$ cat src/rtl/mem_map_ctrl.sv
// mem_map_ctrl: zero-page control registers, address decode into RAM / boot
// ROM / banked I/O, and per-region CPU wait-state insertion via rdy_o.
// Optional feature macro: MEM_MAP_WAIT_EN (wait_cfg register + wait-state FSM).
module mem_map_ctrl #(
    parameter int unsigned NUM_IO      = 6,
    parameter logic [7:0]  IO_PAGE     = 8'hFE,
    parameter logic [7:0]  ROM_BASE_HI = 8'hE0,
    parameter int unsigned WAIT_W      = 4
) (
    input  logic              clk_i,
    input  logic              rst_n_i,
    input  logic              R_W_n,
    input  logic [15:0]       addr_i,
    input  logic [7:0]        data_i,
    output logic [7:0]        data_o,
    output logic              rdy_o,
    output logic              ram_cs,
    output logic              ram_we,
    output logic              rom_cs,
    output logic [NUM_IO-1:0] io_cs,
    output logic              addr_dec_cs
);

    logic [7:0]        io_bank_q;
    logic [7:0]        io_bank_h_q;
    logic [7:0]        rom_sel_q;
    logic [7:0]        wait_cfg_rd;
    logic              reg_we;
    logic [NUM_IO-1:0] bank_vec;

    // Control registers are written only on a completed CPU write cycle
    assign reg_we = ~R_W_n & addr_dec_cs & rdy_o;

    // Zero-page control registers 0x0000-0x0002
    always_ff @(posedge clk_i) begin
        if (!rst_n_i) begin
            io_bank_q   <= '0;
            io_bank_h_q <= '0;
            rom_sel_q   <= '0;
        end else if (reg_we) begin
            case (addr_i[1:0])
                2'd0:    io_bank_q   <= data_i;
                2'd1:    io_bank_h_q <= data_i;
                2'd2:    rom_sel_q   <= data_i;
                default: ;
            endcase
        end
    end

    // One-hot image of io_bank; all-zero when the bank is out of range
    always_comb begin
        bank_vec = '0;
        for (int unsigned i = 0; i < NUM_IO; i++) begin
            if (io_bank_q == 8'(i)) begin
                bank_vec[i] = 1'b1;
            end
        end
    end

    // Priority address decode: control regs, I/O page, ROM overlay, RAM
    always_comb begin
        addr_dec_cs = 1'b0;
        ram_cs      = 1'b0;
        rom_cs      = 1'b0;
        io_cs       = '0;
        if (addr_i[15:2] == '0) begin
            addr_dec_cs = 1'b1;
        end else if (addr_i[15:8] == IO_PAGE) begin
            if (|bank_vec) begin
                io_cs = bank_vec;
            end else begin
                ram_cs = 1'b1;
            end
        end else if ((addr_i[15:8] >= ROM_BASE_HI) && !rom_sel_q[0]) begin
            rom_cs = 1'b1;
        end else begin
            ram_cs = 1'b1;
        end
    end

    // Control-register read mux
    always_comb begin
        data_o = '0;
        if (addr_dec_cs) begin
            case (addr_i[1:0])
                2'd0:    data_o = io_bank_q;
                2'd1:    data_o = io_bank_h_q;
                2'd2:    data_o = rom_sel_q;
                default: data_o = wait_cfg_rd;
            endcase
        end
    end

`ifdef MEM_MAP_WAIT_EN
    typedef enum logic [1:0] {
        ST_IDLE,
        ST_WAIT,
        ST_DONE
    } state_e;

    logic [7:0]        wait_cfg_q;
    state_e            state_q, state_d;
    logic [WAIT_W-1:0] cnt_q, cnt_d;
    logic [WAIT_W-1:0] n_io, n_rom, n_wait;
    logic              rdy_fsm;

    // Wait-state configuration register 0x0003
    always_ff @(posedge clk_i) begin
        if (!rst_n_i) begin
            wait_cfg_q <= '0;
        end else if (reg_we && (addr_i[1:0] == 2'd3)) begin
            wait_cfg_q <= data_i;
        end
    end

    assign wait_cfg_rd = wait_cfg_q;
    assign n_io        = WAIT_W'(wait_cfg_q);
    assign n_rom       = WAIT_W'(wait_cfg_q >> WAIT_W);

    // Wait count of the region currently addressed
    always_comb begin
        n_wait = '0;
        if (|io_cs) begin
            n_wait = n_io;
        end else if (rom_cs) begin
            n_wait = n_rom;
        end
    end

    // FSM state and stall counter registers
    always_ff @(posedge clk_i) begin
        if (!rst_n_i) begin
            state_q <= ST_IDLE;
            cnt_q   <= '0;
        end else begin
            state_q <= state_d;
            cnt_q   <= cnt_d;
        end
    end

    // Next state: IDLE counts as the first stall cycle, WAIT covers the rest
    always_comb begin
        state_d = state_q;
        cnt_d   = cnt_q;
        case (state_q)
            ST_IDLE: begin
                if (n_wait != '0) begin
                    cnt_d   = n_wait - 1'b1;
                    state_d = (n_wait == WAIT_W'(1)) ? ST_DONE : ST_WAIT;
                end
            end
            ST_WAIT: begin
                cnt_d = cnt_q - 1'b1;
                if (cnt_q <= WAIT_W'(1)) begin
                    state_d = ST_DONE;
                end
            end
            ST_DONE: begin
                state_d = ST_IDLE;
            end
            default: begin
                state_d = ST_IDLE;
            end
        endcase
    end

    // FSM output: ready except while a slow access is being stretched
    always_comb begin
        rdy_fsm = 1'b1;
        case (state_q)
            ST_IDLE: rdy_fsm = (n_wait == '0);
            ST_WAIT: rdy_fsm = 1'b0;
            ST_DONE: rdy_fsm = 1'b1;
            default: rdy_fsm = 1'b1;
        endcase
    end

    assign rdy_o = ~rst_n_i | rdy_fsm;
`else
    assign wait_cfg_rd = '0;
    assign rdy_o       = 1'b1;
`endif

    assign ram_we = ram_cs & ~R_W_n & rdy_o;

endmodule

$ cat config.mk
export PLATFORM = sky130hd
export DESIGN_NAME = mem_map_ctrl
export DESIGN_NICKNAME = d
export VERILOG_FILES = /design/src/rtl/mem_map_ctrl.sv
export SDC_FILE = /design/constraint.sdc
export NUM_CORES = 1
export LEC_CHECK = 0
export BUFFER_PORTS_ARGS = -buffer_cell sky130_fd_sc_hd__buf_4
export CAP_MARGIN = 20
export CORE_MARGIN = 4
export CORE_UTILIZATION = 53
export CTS_CLUSTER_SIZE = 40
export DETAILED_ROUTE_END_ITERATION = 12
export GPL_ROUTABILITY_DRIVEN = 0
export GPL_TIMING_DRIVEN = 0
export PLACE_DENSITY = 0.85
export REMOVE_ABC_BUFFERS = 1
export SYNTH_ARGS = -nofsm -noshare
export SYNTH_HDL_FRONTEND = slang
export SYNTH_SLANG_ARGS = --single-unit
$ cat constraint.sdc
create_clock -name clk_i -period 3.5 [get_ports clk_i]
set_input_delay 0.7 -clock clk_i [delete_from_list [all_inputs] [get_ports clk_i]]
set_output_delay 0.7 -clock clk_i [all_outputs]
set_load 0.02 [all_outputs]
### Word-level counts from Yosys, hierarchy flattened

Cells that the tools add are included.

* word-level logic and storage cells: 43
* input bits: 27
* latch bits: 0
* output and inout bits: 19
* bits in registers: 24
* memories: 0
* memory bits (writable): 0
* bits in read-only memories: 0

* $mul: 0
* shift operators: 0
* add/subtract/negate cells: 0
* muxes and demuxes: 19
* div/mod/pow operators: 0
* magnitude comparators: 1
* bitwise gates (word level): 3
* eq/ne operators: 8
* reductions and logical operators: 9

Operators by type and width (number)
* $pmux 8 s3: 1
* $mux 6: 3
* $eq 8x2->1 const B: 2
* $eq 8x3->1 const B: 2
* $logic_not 14->1: 1
* $mux 1: 14
* $eq 8x1->1 const B: 1
* $eq 8x8->1 const B: 1
* $ge 8x8->1 const B: 1
* $logic_not 8->1: 1
* $mux 8: 1
* $reduce_and 2->1: 3
* $reduce_or 6->1: 1
* $and 1x1->1: 2
* $eq 2x1->1 const B: 1
* $eq 2x2->1 const B: 1
* $logic_not 2->1: 1
* $logic_and 1x1->1: 1
* $logic_not 1->1: 1
* $not 1->1: 1

### Logic depth before layout (Yosys ltp)

* depth in word-level cells: 7
* mapped depth: 5
* mapped depth without buffers: 4

### Worst setup path before layout

Ideal clock, no wire load.

* path type: input to output
* start point: input port addr_i[8]
* end point: output port io_cs[4]
* data required time: 2.800 ns
* arrival: 2.302 ns
* stages on the path: 4
* buffers on the path: 0
* setup slack: 0.498 ns
* cell sequence: nand3b_1 > nor2_1 > nor4bb_1 > nor4bb_1

* longest elaborated chain between the ends: 3
* elaborated cells between the ends (all ways): 4
* classes of those cells: 1 x eq/ne; 2 x mux; 1 x reduce/logical

Ends and longest elaborated chain
* from (decl): line 13 `input logic [15:0] addr_i,`
* $eq 8x8->1: line 68 `end else if (addr_i[15:8] == IO_PAGE) begin`
* $mux 6: line 68
* $mux 6 (*): line 66 `if (addr_i[15:2] == '0) begin`
* to (decl): line 20 `output logic [NUM_IO-1:0] io_cs,`

Every way passes the cells marked *; elsewhere a longest branch is shown, timed or not.

### Worst setup path in the final report

* start point: input port addr_i[8]
* end point: output port io_cs[1]

The elaborated chain is that of the path after synthesis.

==> impl_metrics.env <==
export IMPL_crit_required_ps=2800
export IMPL_p_sw_share_pct=23.63
export IMPL_yosys_area_top_type="dfxtp_1"
export IMPL_route_detailed_drc=0
export IMPL_wirelength_mm=3.118
export IMPL_fp_dieW_um=57.72
export IMPL_initial_core_util_pct=57.56
export IMPL_clockBufferDepth=2
export IMPL_p_leak_uw=0.0007883
export IMPL_fin_skew_ps=0
export IMPL_ir_worst_vdd_mv=0.2635
export IMPL_place_area_um2=1627
export IMPL_dr_total_vias=1188
export IMPL_vias_per_cell=5.475
export IMPL_seq_power_share_pct=61.3
export IMPL_postLayoutCellArea_um2=1649
export IMPL_io_buffers=44
export IMPL_root_buffer="clkbuf_4"
export IMPL_grt_pass1_vias=1166
export IMPL_ys_types=26
export IMPL_clock_sinks=24
export IMPL_path_max_fanout=8
export IMPL_finalHoldViolCount=0
export IMPL_intPower_uw=340.2
export IMPL_relSlewSlack_pct=33.69
export IMPL_dieArea_um2=3331
export IMPL_grt_pass1_wl_mm=5.078
export IMPL_clk_pin_slew_ps=120
export IMPL_syn2layout_area_growth_pct=25.88
export IMPL_hold_class="reg -> reg"
export IMPL_tightest_slew_ps=981.2
export IMPL_yosys_top_cells_area="dfxtp_1, mux2i_1, nand2_1, nor2_1, a21oi_1"
export IMPL_clock_latency_ps=310
export IMPL_antenna_found_initial=0
export IMPL_critical_path_arrival_ps=2500
export IMPL_cap_violations=0
export IMPL_ant_nets=0
export IMPL_fmax_mhz=312.7
export IMPL_io_pins=46
export IMPL_crit_slowest_cell="nor4bb_1"
export IMPL_fin_crit_ps=3198
export IMPL_cp_common_cell="buf_4"
export IMPL_finalSetupViolations=0
export IMPL_antennaDiodeCount=0
export IMPL_numCtsBuffers=3
export IMPL_final_cell_mix="buf_4, nand2_1, mux2i_1, dfxtp_1, nor2_1"
export IMPL_row_count=17
export IMPL_clkPwrFrac_pct=26.1
export IMPL_syn_inst=152
export IMPL_drt_pass1_iter_count=5
export IMPL_synth_avg_cell_area_um2=8.618
export IMPL_path_class="in -> out"
export IMPL_post_route_period_util_pct=91.37
export IMPL_drv_slew=0
export IMPL_rsz0062_at_grt="no"
export IMPL_yosysTopAreaCellShare_pct=36.68
export IMPL_die_h_um=57.72
export IMPL_pwr_density_cell_nw_per_um2=270.1
export IMPL_power_frac_comb_pct=12.6
export IMPL_worstSetupStartpointType="primary input"
export IMPL_hpwl_mm=2.331
export IMPL_wl_per_cell_um=14.37
export IMPL_cts_tree="yes"
export IMPL_status="complete, no violations"
export IMPL_grt_max_degree=33
export IMPL_cts_setup_buffers=0
export IMPL_dr_first_iter_drc_count=41
export IMPL_synth_seq_cells=24
export IMPL_crit_buf_inv=2
export IMPL_dp_cells=214
export IMPL_grt_usage_pct=19.34
export IMPL_drive_gt1_share_pct=28.57
export IMPL_critPathMaxStageDelay_ps=870
export IMPL_cts_resized=0
export IMPL_path_delay_family="simple AND/OR/NAND/NOR gates"
export IMPL_final_fill_count=192
export IMPL_seq_area_frac_synth_pct=36.68
export IMPL_htreeDepth=1
export IMPL_cts_hold_buf=0
export IMPL_layout_cells_non_filler=217
export IMPL_final_nets=218
export IMPL_core_area_um2=2276
export IMPL_syn_area_um2=1310
export IMPL_setup_tns_ps=0
export IMPL_yosysWarnings=0
export IMPL_p_switching_uw=105.3
export IMPL_path_cells="buf_4 > nand3b_1 > nor2_1 > nor4bb_1 > and4bb_2 > buf_4"
export IMPL_end_kind="output port"
export IMPL_layout_commonest_cell="buf_4"
export IMPL_grt_overflow_total=0
==> sequential cells by signal, indices dropped and copies added (netlist names) <==
signal	flops
rom_sel_q	8
io_bank_h_q	8
io_bank_q	8
==> layer usage <==
layer  wire length [µm]  GRT usage, %  vias to the layer above
met1               1298         21.14                      548
met2               1545         34.68                       37
met5                  0             0                        -
met4                 36         8.278                        0
met3                237         5.345                        4
li1                   -             -                      599
==> worst reg2reg max path: cells and delay by family (launching register included) <==
kind	cells	cell delay, ps
AND/OR/NAND/NOR	1	80
flip-flops	1	490
multiplexers	1	130
==> cells in the mapped netlist <==
library cell  count
a211oi_1          1
a21oi_1           9
and3_1            1
and3b_1           1
and4b_1           2
and4bb_2          1
buf_4             3
clkbuf_1          7
conb_1            1
dfxtp_1          24
inv_1             1
mux2i_1          32
nand2_1          34
nand3_1           1
nand3b_1          1
nand4_2           1
nor2_1           19
nor2b_1           2
nor3_1            1
nor4_1            1
nor4_2            3
nor4_4            1
nor4bb_1          2
o31ai_1           1
or3b_2            1
or4b_1            1
==> cell families after synthesis <==
kind of cell / after synthesis / share of synthesized area, %
flops: 24 / 36.68
other cells: 1 / 0.2863
simple gates: 73 / 29.99
buf+inv: 11 / 4.011
compound gates: 11 / 4.585
mux: 32 / 24.45
==> final cells by class <==
type | instances | area, µm² | share of cell area, %
Clock buffer | 3 | 22.52 | 1.366
Inverter | 1 | 3.754 | 0.2276
Multi-Input combinational cell | 117 | 777.0 | 47.12
Sequential cell | 24 | 480.5 | 29.14
Tap cell | 28 | 35.03 | 2.124
Timing Repair Buffer | 44 | 330.3 | 20.03
==> power by group through the flow <==
stage | Clock, µW | Sequential (µW) | Combinational (µW)
2_1_floorplan | 0 | 279 | 15.3
3_3_place_gp | 0 | 279 | 54.2
3_5_place_dp | 0 | 279 | 56.0
4_1_cts | 122 | 273 | 56.1
5_1_grt | 132 | 273 | 60.0
6_report | 116 | 273 | 56.1
==> stage by stage <==
step	worst slack [ps]	utilization, %	hold slack, ps	power [µW]
6_report	302.1	72.46	470.0	445.5
5_1_grt	94.13	72.46	489.5	464.9
2_1_floorplan	497.6	-	438.7	294.5
4_1_cts	313.7	72.46	473.0	451.6
3_5_place_dp	318.1	71.47	451.9	335.2
3_3_place_gp	383.9	71.47	445.1	333.4
==> worst paths after layout <==
check	from	endpoint	slack, ps	cells past startpoint
worst min-delay path	io_bank_h_q[0]	io_bank_h_q[0]	470	2
worst max register to register	io_bank_q[1]	io_bank_q[1]	2750	2
worst max-delay path	addr_i[8]	io_cs[1]	300	6
worst min register to register	io_bank_h_q[0]	io_bank_h_q[0]	470	2
Power figures use the tool's default switching activity.
